### src/rtl/muldiv_pkg.sv
// Shared types and helpers for the RV32M multiply/divide sequencer.
// Operand signedness is decoded once here so that the datapath and any checker agree.
package muldiv_pkg;

  localparam logic [6:0] FUNCT7_MULDIV = 7'b0000001;

  typedef enum logic [2:0] {
    MUL    = 3'b000,
    MULH   = 3'b001,
    MULHSU = 3'b010,
    MULHU  = 3'b011,
    DIV    = 3'b100,
    DIVU   = 3'b101,
    REM    = 3'b110,
    REMU   = 3'b111
  } funct3_e;

  typedef enum logic [1:0] {
    IDLE = 2'b00,
    CALC = 2'b01,
    DONE = 2'b10
  } state_e;

  function automatic logic is_signed_a(funct3_e f);
    case (f)
      MUL, MULH, MULHSU, DIV, REM: return 1'b1;
      default:                     return 1'b0;
    endcase
  endfunction

  function automatic logic is_signed_b(funct3_e f);
    case (f)
      MUL, MULH, DIV, REM: return 1'b1;
      default:             return 1'b0;
    endcase
  endfunction

endpackage

### src/rtl/muldiv_sequencer_if.sv
// Request/result bundle between the EX stage and the multi-cycle mul/div unit.
// The master modport is the pipeline side, the slave modport is the sequencer.
interface muldiv_sequencer_if #(parameter int XLEN = 32);

  logic            start;
  logic            flush;
  logic [2:0]      funct3;
  logic [XLEN-1:0] op_a;
  logic [XLEN-1:0] op_b;
  logic            stall;
  logic            busy;
  logic            done;
  logic [XLEN-1:0] result;

  modport master (
    output start, flush, funct3, op_a, op_b,
    input  stall, busy, done, result
  );

  modport slave (
    input  start, flush, funct3, op_a, op_b,
    output stall, busy, done, result
  );

endinterface

### src/rtl/muldiv_sequencer.sv
// Bit-serial RV32M multiply/divide unit: shift-add multiply and restoring division
// on unsigned magnitudes, with sign correction and divide-by-zero/overflow shortcuts.
module muldiv_sequencer
  import muldiv_pkg::*;
#(
  parameter int XLEN = 32
) (
  input logic              clk,
  input logic              reset,
  muldiv_sequencer_if.slave bus
);

  localparam int CW = $clog2(XLEN) + 1;

  state_e          state_r;
  funct3_e         op_r;
  logic [CW-1:0]   cnt_r;
  logic [XLEN:0]   acc_r;
  logic [XLEN-1:0] lo_r;
  logic [XLEN-1:0] opb_r;
  logic [XLEN-1:0] result_r;
  logic            neg_r;

  funct3_e         op_s;
  logic            a_neg_s;
  logic            b_neg_s;
  logic [XLEN-1:0] a_mag_s;
  logic [XLEN-1:0] b_mag_s;
  logic            is_div_s;
  logic            is_rem_s;
  logic            sign_s;
  logic            div0_s;
  logic            ovf_s;
  logic            shortcut_s;
  logic [XLEN-1:0] short_res_s;

  // Decode the incoming request: magnitudes, result sign and shortcut result
  always_comb begin
    op_s     = funct3_e'(bus.funct3);
    a_neg_s  = is_signed_a(op_s) & bus.op_a[XLEN-1];
    b_neg_s  = is_signed_b(op_s) & bus.op_b[XLEN-1];
    a_mag_s  = a_neg_s ? -bus.op_a : bus.op_a;
    b_mag_s  = b_neg_s ? -bus.op_b : bus.op_b;
    is_div_s = bus.funct3[2];
    is_rem_s = bus.funct3[2] & bus.funct3[1];
    // A remainder follows the dividend; everything else follows the sign product
    if (is_rem_s) begin
      sign_s = a_neg_s;
    end else begin
      sign_s = a_neg_s ^ b_neg_s;
    end
    div0_s = is_div_s && (bus.op_b == {XLEN{1'b0}});
    ovf_s  = is_div_s && is_signed_a(op_s)
             && (bus.op_a == {1'b1, {(XLEN-1){1'b0}}})
             && (bus.op_b == {XLEN{1'b1}});
    shortcut_s = div0_s | ovf_s;
    if (div0_s) begin
      short_res_s = is_rem_s ? bus.op_a : {XLEN{1'b1}};
    end else if (ovf_s) begin
      short_res_s = is_rem_s ? {XLEN{1'b0}} : {1'b1, {(XLEN-1){1'b0}}};
    end else begin
      short_res_s = {XLEN{1'b0}};
    end
  end

  logic [XLEN:0]     mul_sum_s;
  logic [XLEN:0]     shifted_s;
  logic              ge_s;
  logic [XLEN:0]     acc_nx_s;
  logic [XLEN-1:0]   lo_nx_s;
  logic [2*XLEN-1:0] prod_s;
  logic [2*XLEN-1:0] prod_fix_s;
  logic [XLEN-1:0]   quo_fix_s;
  logic [XLEN-1:0]   rem_fix_s;
  logic [XLEN-1:0]   final_res_s;

  // One iteration of the shared datapath plus sign correction of the final step
  always_comb begin
    mul_sum_s = acc_r + (lo_r[0] ? {1'b0, opb_r} : {(XLEN+1){1'b0}});
    shifted_s = {acc_r[XLEN-1:0], lo_r[XLEN-1]};
    ge_s      = shifted_s >= {1'b0, opb_r};
    if (op_r[2]) begin
      acc_nx_s = ge_s ? (shifted_s - {1'b0, opb_r}) : shifted_s;
      lo_nx_s  = {lo_r[XLEN-2:0], ge_s};
    end else begin
      acc_nx_s = {1'b0, mul_sum_s[XLEN:1]};
      lo_nx_s  = {mul_sum_s[0], lo_r[XLEN-1:1]};
    end
    // Negating the whole product keeps the high half correct for MULH/MULHSU
    prod_s     = {acc_nx_s[XLEN-1:0], lo_nx_s};
    prod_fix_s = neg_r ? -prod_s : prod_s;
    quo_fix_s  = neg_r ? -lo_nx_s : lo_nx_s;
    rem_fix_s  = neg_r ? -acc_nx_s[XLEN-1:0] : acc_nx_s[XLEN-1:0];
    case (op_r)
      MUL:                final_res_s = prod_fix_s[XLEN-1:0];
      MULH, MULHSU, MULHU: final_res_s = prod_fix_s[2*XLEN-1:XLEN];
      DIV, DIVU:          final_res_s = quo_fix_s;
      REM, REMU:          final_res_s = rem_fix_s;
      default:            final_res_s = {XLEN{1'b0}};
    endcase
  end

  // Sequencer FSM with operand latches, iteration counter and result register
  always_ff @(posedge clk or posedge reset) begin
    if (reset) begin
      state_r  <= IDLE;
      op_r     <= MUL;
      cnt_r    <= {CW{1'b0}};
      acc_r    <= {(XLEN+1){1'b0}};
      lo_r     <= {XLEN{1'b0}};
      opb_r    <= {XLEN{1'b0}};
      result_r <= {XLEN{1'b0}};
      neg_r    <= 1'b0;
    end else begin
      case (state_r)
        IDLE: begin
          if (bus.start && !bus.flush) begin
            op_r  <= op_s;
            neg_r <= sign_s;
            cnt_r <= {CW{1'b0}};
            acc_r <= {(XLEN+1){1'b0}};
            if (shortcut_s) begin
              result_r <= short_res_s;
              state_r  <= DONE;
            end else begin
              // lo holds the multiplier or dividend, opb the multiplicand or divisor
              lo_r    <= is_div_s ? a_mag_s : b_mag_s;
              opb_r   <= is_div_s ? b_mag_s : a_mag_s;
              state_r <= CALC;
            end
          end
        end
        CALC: begin
          if (bus.flush) begin
            state_r <= IDLE;
          end else begin
            acc_r <= acc_nx_s;
            lo_r  <= lo_nx_s;
            cnt_r <= cnt_r + CW'(1);
            if (cnt_r == CW'(XLEN - 1)) begin
              result_r <= final_res_s;
              state_r  <= DONE;
            end
          end
        end
        DONE:    state_r <= IDLE;
        default: state_r <= IDLE;
      endcase
    end
  end

  assign bus.stall  = ((state_r == IDLE) & bus.start & ~bus.flush) | (state_r == CALC);
  assign bus.busy   = (state_r == CALC);
  assign bus.done   = (state_r == DONE) & ~bus.flush;
  assign bus.result = result_r;

endmodule

### src/flat_wrapper.sv
// flat-port wrapper written by rule: the top's interface ports become plain ports
module muldiv_sequencer_flat import muldiv_pkg::*;
#(
  parameter int XLEN = 32
)
  (clk, reset, bus_start, bus_flush, bus_funct3, bus_op_a, bus_op_b, bus_stall, bus_busy, bus_done, bus_result);
  muldiv_sequencer_if #(.XLEN(XLEN)) bus_i ();
  input logic clk;
  input logic reset;
  input wire logic [$bits(bus_i.start)-1:0] bus_start;
  input wire logic [$bits(bus_i.flush)-1:0] bus_flush;
  input wire logic [$bits(bus_i.funct3)-1:0] bus_funct3;
  input wire logic [$bits(bus_i.op_a)-1:0] bus_op_a;
  input wire logic [$bits(bus_i.op_b)-1:0] bus_op_b;
  output wire logic [$bits(bus_i.stall)-1:0] bus_stall;
  output wire logic [$bits(bus_i.busy)-1:0] bus_busy;
  output wire logic [$bits(bus_i.done)-1:0] bus_done;
  output wire logic [$bits(bus_i.result)-1:0] bus_result;
  assign bus_i.start = bus_start;
  assign bus_i.flush = bus_flush;
  assign bus_i.funct3 = bus_funct3;
  assign bus_i.op_a = bus_op_a;
  assign bus_i.op_b = bus_op_b;
  assign bus_stall = bus_i.stall;
  assign bus_busy = bus_i.busy;
  assign bus_done = bus_i.done;
  assign bus_result = bus_i.result;
  muldiv_sequencer #(.XLEN(XLEN)) u_core (.clk(clk), .reset(reset), .bus(bus_i));
endmodule
### config.mk
export PLATFORM = sky130hd
export DESIGN_NAME = muldiv_sequencer_flat
export DESIGN_NICKNAME = d
export VERILOG_FILES = /design/src/rtl/muldiv_pkg.sv /design/src/rtl/muldiv_sequencer_if.sv /design/src/rtl/muldiv_sequencer.sv /design/src/flat_wrapper.sv
export SDC_FILE = /design/constraint.sdc
export NUM_CORES = 1
export LEC_CHECK = 0
export CAP_MARGIN = 40
export CORE_MARGIN = 1
export CORE_UTILIZATION = 35
export CTS_CLUSTER_DIAMETER = 120
export DETAILED_ROUTE_END_ITERATION = 7
export PLACE_DENSITY = 0.56
export REMOVE_ABC_BUFFERS = 1
export SLEW_MARGIN = 40
export SYNTH_ARGS = -nofsm -noshare
export SYNTH_HDL_FRONTEND = slang
export SYNTH_SLANG_ARGS = --single-unit
### constraint.sdc
create_clock -name clk -period 6 [get_ports clk]
set_input_delay 0.6 -clock clk [delete_from_list [all_inputs] [get_ports clk]]
set_output_delay 0.6 -clock clk [all_outputs]
set_load 0.01 [all_outputs]
=== Word level (Yosys, flattened, before mapping) ===
Cells that the tools add are included.

* Register bits after elaboration: 141
* Input port bits: 71
* Logic and storage cells: 111

* $add $sub $neg: 8
* Order comparisons: 1
* Equal/unequal tests: 22
* Muxes and demuxes: 39
* Bitwise gates (word level): 11
* Reductions and logical operators: 22

{| class="wikitable"
|+ Operators with widths
! cell !! number
|-
| 32-bit 2-to-1 mux || 19
|-
| 33-bit 2-to-1 mux || 4
|-
| 32-bit negator || 4
|-
| 32-bit one-hot mux with 2 select lines || 2
|-
| 32-bit one-hot mux with 4 select lines || 1
|-
| 33-bit one-hot mux with 2 select lines || 1
|-
| 32-bit == test, second input constant || 2
|-
| 64-bit 2-to-1 mux || 1
|-
| 64-bit negator || 1
|-
| 33-bit adder || 1
|-
| 33-bit by 32-bit >= comparator with 1-bit output || 1
|-
| 33-bit by 32-bit subtractor with 33-bit output || 1
|-
| 32-bit logical NOT || 1
|-
| 3-bit == test, second input constant || 6
|-
| 6-bit 2-to-1 mux || 2
|-
| 6-bit one-hot mux with 2 select lines || 1
|-
| 3-bit by 2-bit == test with 1-bit output, second input constant || 3
|-
| 2-bit 2-to-1 mux || 4
|-
| 6-bit by 1-bit adder with 6-bit output, second input constant || 1
|-
| 1-bit AND || 6
|-
| 3-bit by 1-bit == test with 1-bit output, second input constant || 2
|-
| 6-bit by 5-bit == test with 1-bit output, second input constant || 1
|-
| 3-bit logical NOT || 2
|-
| 2-bit by 1-bit != test with 1-bit output, second input constant || 3
|-
| other kinds (21) || 33
|}

=== Depth between registers and ports, before layout ===
Gate-level depths: netlist (run 1).

* Depth in word-level cells: 11
* Mapped depth: 22

=== Worst setup path after synthesis (run 1) ===
OpenSTA, ideal clock, no wires.

* Path kind: reg2reg
* From: register u_core.acc_r[9]
* To: register u_core.result_r[16], in the netlist u_core.bus.result[16]
* Arrival: 4.937 ns
* Slack: 0.985 ns
* Cell stages (with the launch flop): 22
* Path buffers: 4
* Path through: dfrtp_1 -> ha_1 -> buf_2 -> a21oi_2 -> o21ai_2 -> a211o_1 -> o311ai_4 -> clkbuf_1 -> a31o_2 -> clkbuf_1 -> ha_1 -> o211ai_1 -> or3_1 -> or2_2 -> nor3_1 -> or3_1 -> clkbuf_1 -> nand3_1 -> o41ai_1 -> xnor2_1 -> a21oi_1 -> a21oi_1

* Word-level cells in the longest chain between the ends: 9
* Elaborated cells on any way between the ends: 16
* Those cells by class: add/sub: 5; order compare: 1; mux: 10

{| class="wikitable"
|+ Ends and longest elaborated chain
! item !! RTL line !! source
|-
| start: declaration || muldiv_sequencer.sv:18 || <nowiki>logic [XLEN:0] acc_r;</nowiki>
|-
| start signal: assignment || muldiv_sequencer.sv:109 || <nowiki>acc_r <= {(XLEN+1){1'b0}};</nowiki>
|-
| start signal: assignment || muldiv_sequencer.sv:121 || <nowiki>acc_r <= {(XLEN+1){1'b0}};</nowiki>
|-
| start signal: assignment || muldiv_sequencer.sv:137 || <nowiki>acc_r <= acc_nx_s;</nowiki>
|-
| 33-bit by 32-bit subtractor with 33-bit output or 33-bit by 32-bit >= comparator with 1-bit output (tied branches) || muldiv_sequencer.sv:83, muldiv_sequencer.sv:81 ||
|-
| 33-bit 2-to-1 mux || muldiv_sequencer.sv:83 || <nowiki>acc_nx_s = ge_s ? (shifted_s - {1'b0, opb_r}) : shifted_s;</nowiki>
|-
| 33-bit 2-to-1 mux || muldiv_sequencer.sv:82 || <nowiki>if (op_r[2]) begin</nowiki>
|-
| 64-bit negator or 32-bit negator (tied branches) || muldiv_sequencer.sv:91, muldiv_sequencer.sv:93 ||
|-
| 64-bit 2-to-1 mux or 32-bit 2-to-1 mux (tied branches) || muldiv_sequencer.sv:91, muldiv_sequencer.sv:93 ||
|-
| 32-bit one-hot mux with 4 select lines * || muldiv_sequencer.sv:94 || <nowiki>case (op_r)</nowiki>
|-
| 32-bit 2-to-1 mux * || muldiv_sequencer.sv:140 || <nowiki>if (cnt_r == CW'(XLEN - 1)) begin</nowiki>
|-
| 32-bit 2-to-1 mux * || muldiv_sequencer.sv:134 || <nowiki>if (bus.flush) begin</nowiki>
|-
| 32-bit one-hot mux with 2 select lines * || muldiv_sequencer.sv:115 || <nowiki>case (state_r)</nowiki>
|-
| end signal: assignment || muldiv_sequencer.sv:112 || <nowiki>result_r <= {XLEN{1'b0}};</nowiki>
|-
| end signal: assignment || muldiv_sequencer.sv:123 || <nowiki>result_r <= short_res_s;</nowiki>
|-
| end signal: assignment || muldiv_sequencer.sv:141 || <nowiki>result_r <= final_res_s;</nowiki>
|-
| end: declaration || muldiv_sequencer.sv:21 || <nowiki>logic [XLEN-1:0] result_r;</nowiki>
|}

Mark *: on every way between the ends. The rest lies on a longest branch, timed or not. The select of a mux whose other input is x is not followed.
A chain may end at the register's enable or synchronous reset.

=== Worst setup path in the final report (run 1) ===
* From: register u_core.lo_r[0]
* To: register u_core.result_r[25], in the netlist u_core.bus.result[25]

* Word-level cells in the longest chain between the ends: 9
* Elaborated cells on any way between the ends: 14
* Those cells by class: add/sub: 4; mux: 10

{| class="wikitable"
|+ Ends and longest elaborated chain
! item !! RTL line !! source
|-
| start: declaration || muldiv_sequencer.sv:19 || <nowiki>logic [XLEN-1:0] lo_r;</nowiki>
|-
| start signal: assignment || muldiv_sequencer.sv:110 || <nowiki>lo_r <= {XLEN{1'b0}};</nowiki>
|-
| start signal: assignment || muldiv_sequencer.sv:127 || <nowiki>lo_r <= is_div_s ? a_mag_s : b_mag_s;</nowiki>
|-
| start signal: assignment || muldiv_sequencer.sv:138 || <nowiki>lo_r <= lo_nx_s;</nowiki>
|-
| 32-bit 2-to-1 mux || muldiv_sequencer.sv:79 || <nowiki>mul_sum_s = acc_r + (lo_r[0] ? {1'b0, opb_r} : {(XLEN+1){1'b0}});</nowiki>
|-
| 33-bit adder || muldiv_sequencer.sv:79 ||
|-
| 32-bit 2-to-1 mux or 33-bit 2-to-1 mux (tied branches) || muldiv_sequencer.sv:82 ||
|-
| 64-bit negator or 32-bit negator (tied branches) || muldiv_sequencer.sv:91, muldiv_sequencer.sv:93 ||
|-
| 64-bit 2-to-1 mux or 32-bit 2-to-1 mux (tied branches) || muldiv_sequencer.sv:91, muldiv_sequencer.sv:93 ||
|-
| 32-bit one-hot mux with 4 select lines * || muldiv_sequencer.sv:94 ||
|-
| 32-bit 2-to-1 mux * || muldiv_sequencer.sv:140 ||
|-
| 32-bit 2-to-1 mux * || muldiv_sequencer.sv:134 ||
|-
| 32-bit one-hot mux with 2 select lines * || muldiv_sequencer.sv:115 ||
|}

Marked as above.

==> out/results.txt, run 1 <==
Post-route fraction of the period consumed by the critical path: 91.6%
Diode count: 0
Worst setup path category: register to register
Timing-limited maximum frequency: 182 MHz
Reg-to-Reg Start: u_core.lo_r[0]
Library cells used by synthesis: 100
Max H-tree Level: 4
TritonCTS Buffers: 17
Kind of end point of the critical path: register
Count of nets after finishing: 2311
Class of the most critical hold timing path: register to register
Die span in x: 213 µm
Initial core utilization: 35.9%
Standard cell with the maximum stage delay on the critical path: a2111oi_0
Floorplan row count: 76
Internal Power: 4.01 mW
Sink count of the clock tree: 141
Synth top area share: 22.6%
Total global routing overflow: 0
Maximum root-to-sink buffer count: 2
Most used cells in the layout excluding fill and tap cells: nand2_1 (223), a21oi_1 (222), nor2_1 (213)
Syn Std Cell Area: 15600 µm²
Number of synthesized flops with an enable pin: 0
Library cell with the largest summed area after synthesis: dfrtp_1
Most common cell after layout, fill and taps aside: nand2_1
Crit path max-delay family: compound AO/OA/AOI/OAI gates
Post-detailed-placement half-perimeter wirelength: 50800 µm
Transition time at the pin with the least slew margin: 0.852 ns
Required time of the critical path: 6.30 ns
Endpoint of the worst-slack reg-to-reg timing path: u_core.bus.result[25]
Register-to-Register Path Depth: 15
Share of the yosys chip area belonging to registers: 22.6%
Setup repair after global routing missed its margin: no
Post-layout minimum cycle time: 5.50 ns
Number of cells traversed by the worst hold path: 2
CTS Hold Bufs: 0
Sequential share of power: 17.3%
Flop and latch count out of synthesis: 141
Post-Syn Area per Cell: 7.34 µm²
DR DRC count: 0
Count of port buffers added during placement: 105
Primary flip-flop cell chosen by synthesis mapping: dfrtp_1
CP startpoint kind: register
DR iter-0 viols: 1445
Worst hold-check slack: 0.509 ns
Proportion of power drawn by the clock network: 12.8%
Clock tree from TritonCTS: done
Detailed-route wire length per cell: 23.3 µm
Terminating pin of the worst hold path: u_core.opb_r[18]
Share of the core filled with cells: 41.3%
First-pass GRT wire length: 97100 µm
Crit path buffers/inverters: 1
Switching portion of total power: 54.3%
Final Setup Violations: 0
DRT Pass-1 Iters: 6
Count of vias placed by the detailed router: 16800
Min-Delay Startpoint: u_core.opb_r[18]
Buffer type at the clock tree root: clkbuf_16
Clock tree skew after final layout: 0.0130 ns
Total count of hold-check failures in the final report: 0
Clock latency of the later-clocked register in the worst-skew pair: 0.46 ns
Sequence of cells on the critical path: buf_4 > and2_1 > ha_1 > a21oi_1 > o211ai_1 > a221oi_1 > o2111ai_1 > a31oi_1 > mux2_2 > a311oi_2 > nor3_1 > nor4b_1 > o211a_1 > a2111oi_0 > o21ai_0
Normalized max-slew margin: 42.7%
Static leakage: 7.05 nW
Die H: 213 µm
Layout cells sized above 1: 7.29%
Core region area: 43500 µm²
Power per standard cell area: 489 nW/µm²
Number of global-route vias before repair: 16000
Synth-to-layout area growth: 15.1%
Final-report max-slew violation count: 0
Die footprint: 45400 µm²
Reported max-cap violation count: 0
Final RePlAce weighted congestion: 1.09
Async SR Flop Fraction: 100%
Post-synthesis cell count: 2124
Pin count of the biggest net entering global routing: 86
Slowest Stage Delay on Critical Path: 0.60 ns
Boundary Pins: 106
Antenna violation net count after detailed routing: 0
Arrival time at the worst endpoint: 5.80 ns
Run status: complete, no violations
Flop2flop setup slack: 0.50 ns
Number of antenna violations at the first check in global routing: 2
Cells taking the most area after synthesis: dfrtp_1 (23%), a21oi_1 (7.1%), o21ai_0 (6.6%)
Total Routing Usage GR: 28.6%
Highest fanout seen on the critical path: 25
Clock Pin Slew Worst Setup and Hold Paths: 0.07 ns
Total routed wirelength: 64600 µm
Per-cell via count in the routed design: 6.06
Yosys warns: 0
Combinational group share of total power: 69.9%
IR Drop Worst-Case VDD: 0.190 mV
Total setup buffers inserted after CTS: 0
Switching power: 4.76 mW
## how the worst max path moves through the flow
stage | startpoint | endpoint | slack (ns) | cells past startpoint
2_1_floorplan | u_core.op_r[2] | u_core.bus.result[28] | -1.32 | 10
3_3_place_gp | u_core.lo_r[0] | u_core.bus.result[25] | 0.34 | 16
3_5_place_dp | u_core.lo_r[0] | u_core.bus.result[25] | 0.44 | 16
4_1_cts | u_core.lo_r[0] | u_core.bus.result[25] | 0.40 | 16
5_1_grt | u_core.opb_r[18] | u_core.bus.result[25] | 0.20 | 14
6_report | u_core.lo_r[0] | u_core.bus.result[25] | 0.50 | 15
## metal layers
metal / routed length, µm / vias to the layer above / GRT usage, %
met5: 0 / - / 0
met4: 2970 / 0 / 13.7
met3: 4230 / 150 / 4.12
met2: 28800 / 681 / 45.1
met1: 28500 / 8048 / 38.3
li1: - / 7889 / -
## cell type report
type                            instances  area, µm²
Clock buffer                           19        433
Clock inverter                         13        166
Fill cell                            4568      25500
Inverter                               73        279
Multi-Input combinational cell       1782      11300
Sequential cell                       141       3530
Tap cell                              585        732
Timing Repair Buffer                  154       1480
## logic make-up after synthesis
logic type	Yosys count	synth area share, %
AND/OR/NAND/NOR	745	23.0
AO/OA/AOI/OAI	751	30.8
flip-flops	141	22.6
adder cells (fa/ha/maj)	71	5.80
XOR/XNOR	143	8.04
buffers and inverters	201	5.03
multiplexers	72	4.78
## what timing repair did
| item | in CTS | in global routing |
|---|---|---|
| setup endpoints to repair | 0 | 1 |
| gates resized for setup | 0 | 1 |
| hold endpoints to repair | 0 | 0 |
## worst min-delay path, delay by kind of cell (launching register included)
family	cells	cell delay (ns)
DFF	1	0.36
AOI/OAI and AO/OA	1	0.06
and+or+nand+nor	1	0.05
## state kept, by name, indices dropped and copies added, names as in the netlist
| register | cells |
|---|---|
| u_core.acc_r | 33 |
| u_core.bus.result | 32 |
| u_core.cnt_r | 6 |
| u_core.lo_r | 32 |
| u_core.neg_r | 1 |
| u_core.op_r | 3 |
| u_core.opb_r | 32 |
| u_core.state_r | 2 |
## power groups by stage
stage	Combinational [mW]	Sequential (mW)	Clock, mW
2_1_floorplan	3.99	1.47	0
6_report	6.14	1.51	1.12
3_5_place_dp	5.95	1.52	0
4_1_cts	5.99	1.50	1.14
5_1_grt	6.61	1.54	1.18
3_3_place_gp	5.97	1.50	0
## per-stage QoR
step	total power, mW	cells	TNS [ns]	setup WS, ns	cell area [µm²]
floorplan	5.45	1996	-23.14	-1.32	15100
finish	8.77	2767	0	0.503	17900
detailed placement	7.47	2734	0	0.438	17300
global placement	7.47	2732	0	0.343	17300
global route	9.32	2767	0	0.204	17900
CTS	8.63	2766	0	0.402	17900
## Yosys cell counts, types with 7 or more instances
library cell / instances
a211oi_1: 26
o211ai_1: 38
o31ai_1: 27
buf_1: 10
nor3_1: 54
o22ai_1: 8
o21a_1: 20
nand3_1: 31
and3_1: 10
nor2b_1: 7
or3_1: 24
xnor2_1: 79
nor3b_1: 7
a21oi_1: 222
o21bai_1: 7
xor2_1: 64
a22o_1: 25
inv_1: 70
nand2b_1: 26
buf_2: 17
a211o_1: 8
nor2_1: 217
o21ai_0: 206
or4_1: 12
nor4_1: 20
and2_1: 41
nand4_1: 35
clkbuf_1: 100
dfrtp_1: 141
o41ai_1: 8
a31oi_1: 37
ha_1: 69
o311ai_0: 7
or2_2: 9
mux2_2: 19
nand2_1: 224
a21o_1: 27
mux2i_1: 53
Power figures use the tool's default switching activity.
==> inputs of run 2 (changes only) <==
--- a/config.mk
+++ b/config.mk
@@ -7,2 +7,3 @@
 export LEC_CHECK = 0
+export ABC_AREA = 0
 export CAP_MARGIN = 40
@@ -12,2 +13,3 @@
 export DETAILED_ROUTE_END_ITERATION = 7
+export GPL_TIMING_DRIVEN = 0
 export PLACE_DENSITY = 0.56
--- a/constraint.sdc
+++ b/constraint.sdc
@@ -3,2 +3,2 @@
 set_output_delay 0.6 -clock clk [all_outputs]
-set_load 0.01 [all_outputs]
+set_load 0.02 [all_outputs]
==> out/results.txt, run 2 (synthesis results as in run 1) <==
Most used cells in the layout excluding fill and tap cells: a21oi_1 (222), nand2_1 (222), nor2_1 (213)
Total routed wirelength: 61700 µm
Register-to-Register Path Depth: 18
Maximum root-to-sink buffer count: 2
IR Drop Worst-Case VDD: 0.202 mV
Number of instances in the placed design: 2712
Antenna violation net count after detailed routing: 0
Max H-tree Level: 4
Kind of end point of the critical path: register
Die span in x: 213 µm
Buffer type at the clock tree root: clkbuf_16
Required time of the critical path: 6.31 ns
Timing-limited maximum frequency: 175 MHz
Reg-to-Reg Start: u_core.acc_r[19]
Static leakage: 7.02 nW
Normalized max-slew margin: 41.7%
Arrival time at the worst endpoint: 6.03 ns
DR iter-0 viols: 1579
DR DRC count: 0
Max reg flops: 33
Endpoint of the worst-slack reg-to-reg timing path: u_core.bus.result[16]
Core region area: 43500 µm²
Post-layout minimum cycle time: 5.72 ns
Per-cell via count in the routed design: 6.04
Worst hold-check slack: 0.495 ns
Flop2flop setup slack: 0.28 ns
Clock tree skew after final layout: 0.00930 ns
Pin count of the biggest net entering global routing: 86
Number of antenna violations at the first check in global routing: 1
Fin cells: 2746
TritonCTS Buffers: 17
Post-detailed-placement half-perimeter wirelength: 48300 µm
Initial core utilization: 35.9%
Reg area: 3540 µm²
Count of nets after finishing: 2290
Sink count of the clock tree: 141
Reg with most FFs: u_core.acc_r
CP startpoint kind: register
Total Routing Usage GR: 27.4%
Number of global-route vias before repair: 15700
Clock tree from TritonCTS: done
Total count of hold-check failures in the final report: 0
Floorplan row count: 76
Die H: 213 µm
Detailed-route wire length per cell: 22.5 µm
Power per standard cell area: 479 nW/µm²
Share of the core filled with cells: 41.4%
Synth-to-layout area growth: 15.6%
Highest fanout seen on the critical path: 11
Setup repair after global routing missed its margin: no
Clock latency of the later-clocked register in the worst-skew pair: 0.45 ns
Number of cells traversed by the worst hold path: 1
DRT Pass-1 Iters: 6
Transition time at the pin with the least slew margin: 0.871 ns
Layout cells sized above 1: 7.08%
Total Power: 8.63 mW
First-pass GRT wire length: 94200 µm
Count of vias placed by the detailed router: 16600
Die footprint: 45400 µm²
Final setup TNS: 0 ns
Run status: complete, no violations
Worst setup path category: register to register
Diode count: 0
Min-Delay Startpoint: u_core.bus.result[4]
Final Setup Violations: 0
Final-report max-slew violation count: 0
Final RePlAce weighted congestion: 1.04
Boundary Pins: 106
Post-route fraction of the period consumed by the critical path: 95.4%
Footprint of the multi-input gates: 11400 µm²
Clock Pin Slew Worst Setup and Hold Paths: 0.07 ns
Reported max-cap violation count: 0
Class of the most critical hold timing path: register to register
Total global routing overflow: 0
Terminating pin of the worst hold path: u_core.bus.result[4]
Count of port buffers added during placement: 105
Number of fill cells: 4512
## run 2: cell types whose count changed in the layout (fill, tap and decap cells not counted), sizes merged
cell / before / now
clkbuf: 19 / 18
buf: 50 / 29
bufinv: 3 / 2
inv: 72 / 75
clkinvlp: 6 / 5
## run 2: how the worst max path moves through the flow
stage                                start                     to  slack [ns]
after floorplan             u_core.op_r[2]  u_core.bus.result[28]       -1.32
after global placement       bus_funct3[2]         u_core.lo_r[0]       -4.54
after detailed placement  u_core.acc_r[19]  u_core.bus.result[16]       -0.34
after CTS                 u_core.opb_r[12]  u_core.bus.result[16]        0.04
after global routing           bus_op_a[0]  u_core.bus.result[17]        0.03
final                     u_core.acc_r[19]  u_core.bus.result[16]        0.28
## run 2: what timing repair did
item	in CTS	in global routing
setup buffers	1	1
hold buffers	0	0
resized for setup	1	5
pin swaps	1	1
endpoints found under the setup margin	2	4
## run 2: worst max-delay path: stages (launching register included)
cell	delay (ns)
dfrtp_1	0.46
ha_1	0.46
a21o_1	0.26
a31oi_1	0.25
o2111ai_1	0.24
a211oi_4	0.32
buf_4	0.26
a31o_2	0.37
ha_1	0.27
o211ai_1	0.19
or3_1	0.51
or2_2	0.39
nor3_2	0.35
or3_4	0.29
nand3_1	0.18
o41ai_2	0.28
xnor2_1	0.13
a21oi_1	0.27
a21oi_1	0.10
## run 2: power breakdown
group / switching (mW) / total, mW / internal [mW]
Sequential: 0.378 / 1.57 / 1.20
Combinational: 3.83 / 5.95 / 2.11
Clock: 0.482 / 1.11 / 0.630
Total: 4.69 / 8.63 / 3.94
## run 2: cell type report
class                   instances  area share (%)
multi-input cells            1782            63.4
clock inverters                14           0.882
clock buffers                  18            2.44
inverters                      73            1.62
well taps                     585            4.07
repair buffers                133            7.95
flip-flops and latches        141            19.7
## run 2: layer usage
metal / up-vias / wire (µm) / track usage [%]
li1: 7858 / - / -
met1: 7954 / 27800 / 37.1
met2: 669 / 27900 / 43.8
met3: 106 / 3640 / 3.22
met4: 0 / 2320 / 11.7
met5: - / 0 / 0
## run 2: per-stage QoR
| stage | worst slack [ns] | cell area (µm²) |
|---|---|---|
| 3_3_place_gp | -4.54 | 16900 |
| 4_1_cts | 0.0418 | 18000 |
| 6_report | 0.278 | 18000 |
| 2_1_floorplan | -1.32 | 15100 |
| 3_5_place_dp | -0.344 | 17400 |
| 5_1_grt | 0.0331 | 18000 |
==> inputs of run 3 (changes only) <==
SETUP_SLACK_MARGIN = 0.05   (was unset)
==> out/results.txt, run 3 (synthesis results as in run 1) <==
Run status: complete, no violations
Class of the most critical hold timing path: register to register
Final-report max-slew violation count: 0
Count of vias placed by the detailed router: 16600
Post-route fraction of the period consumed by the critical path: 95.3%
Final Setup Violations: 0
Total Power: 8.62 mW
Total count of hold-check failures in the final report: 0
Dpl ws: -0.344 ns
TritonCTS Buffers: 17
Maximum root-to-sink buffer count: 2
DRT Pass-1 Iters: 5
Kind of end point of the critical path: register
Reg with most FFs: u_core.acc_r
Per-cell via count in the routed design: 6.03
Arrival time at the worst endpoint: 6.08 ns
CTS Hold Bufs: 0
Static leakage: 7.02 nW
Total routed wirelength: 61500 µm
Normalized max-slew margin: 40.6%
Worst setup path category: register to register
Layout cells sized above 1: 7.13%
Total Routing Usage GR: 27.4%
Sink count of the clock tree: 141
Transition time at the pin with the least slew margin: 0.888 ns
Fin cells: 2746
Reg-to-Reg Start: u_core.acc_r[19]
Timing-limited maximum frequency: 175 MHz
Setup WS post-layout: 0.283 ns
Most used cells in the layout excluding fill and tap cells: a21oi_1 (222), nand2_1 (222), nor2_1 (213)
Clock tree skew after final layout: 0.0104 ns
Startpoint of the most critical setup path: u_core.acc_r[19]
Detailed-route wire length per cell: 22.4 µm
Number of antenna violations at the first check in global routing: 1
Initial core utilization: 35.9%
Number of global-route vias before repair: 15700
Reported max-cap violation count: 0
Max reg flops: 33
IR Drop Worst-Case VDD: 0.202 mV
Number of fill cells: 4513
Setup repair after global routing missed its margin: yes
Count of port buffers added during placement: 105
Max H-tree Level: 4
Power per standard cell area: 478 nW/µm²
Total global routing overflow: 0
Count of nets after finishing: 2290
DR iter-0 viols: 1603
Buffer type at the clock tree root: clkbuf_16
Die span in x: 213 µm
Clock latency of the later-clocked register in the worst-skew pair: 0.45 ns
Clock tree from TritonCTS: done
Required time of the critical path: 6.37 ns
DR DRC count: 0
Die footprint: 45400 µm²
Pin count of the biggest net entering global routing: 86
Number of instances in the placed design: 2712
Synth-to-layout area growth: 15.6%
Antenna violation net count after detailed routing: 0
First-pass GRT wire length: 94300 µm
Final RePlAce weighted congestion: 1.04
Floorplan row count: 76
Diode count: 0
Post-layout minimum cycle time: 5.72 ns
Boundary Pins: 106
Core region area: 43500 µm²
Highest fanout seen on the critical path: 11
Clock Pin Slew Worst Setup and Hold Paths: 0.07 ns
CP startpoint kind: register
Min-Delay Startpoint: u_core.bus.result[25]
Post-detailed-placement half-perimeter wirelength: 48300 µm
Die H: 213 µm
[run 3: cell counts in the layout (fill, tap and decap cells not counted)]
Identical to the previous run, type by type.
[run 3: critical path, cell delays in order (launching register included)]
cell and delay, ns:
dfrtp_1 0.45, ha_1 0.46, a21o_1 0.26, a31oi_1 0.24, o2111ai_1 0.24, a211oi_4 0.32, buf_4 0.25, a31o_2 0.36
ha_1 0.27, o211ai_1 0.19, or3_1 0.52, or2_2 0.38, nor3_2 0.36, nand2b_1 0.29, nor2_1 0.20, a21oi_1 0.19
xor2_1 0.26, o211ai_1 0.17, a31oi_1 0.21
[run 3: repair_timing]
item	CTS	global route
buffers inserted	1	1
pin swaps	1	1
setup endpoints to repair	6	5
gates resized for setup	2	5
[run 3: path summary, 6_finish.rpt]
path,slack (ns),endpoint,cells past startpoint
worst max-delay path,0.28,u_core.bus.result[12],18
min in group asynchronous,0.55,u_core.lo_r[9],2
worst min-delay path,0.50,u_core.bus.result[25],2
max in group asynchronous,4.78,u_core.neg_r,3
worst min register to register,0.50,u_core.bus.result[25],2
worst max register to register,0.28,u_core.bus.result[12],18
[run 3: metrics by stage]
step / setup TNS [ns] / area (µm²) / util (%) / hold WS (ns)
after floorplan: -23.15 / 15100 / - / 0.464
after global placement: -498.22 / 16900 / 38.8 / 0.483
after detailed placement: -0.386 / 17400 / 39.9 / 0.484
after CTS: 0 / 18000 / 41.4 / 0.498
after global routing: 0 / 18000 / 41.4 / 0.529
final: 0 / 18000 / 41.4 / 0.495
[run 3: final cells by class]
type | count | area, µm² | share of cell area (%)
tap | 585 | 732 | 4.06
clock buffer | 18 | 439 | 2.44
inverter | 73 | 292 | 1.62
clock inverter | 14 | 159 | 0.882
timing repair buffer | 133 | 1430 | 7.95
multi-input combinational | 1782 | 11400 | 63.4
sequential | 141 | 3540 | 19.7
[run 3: power by group]
part / total [mW] / internal [mW] / switching [mW] / leakage, nW
logic: 5.94 / 2.11 / 3.82 / 5.02
registers: 1.57 / 1.20 / 0.376 / 1.73
clock network: 1.11 / 0.629 / 0.479 / 0.276
[run 3: per-layer routing]
layer	track usage [%]	share of wire, %	vias up
met5	0	0	-
met4	11.7	3.9	0
met3	3.12	5.6	108
met2	43.8	45	621
met1	37.2	45	7955
li1	-	-	7870
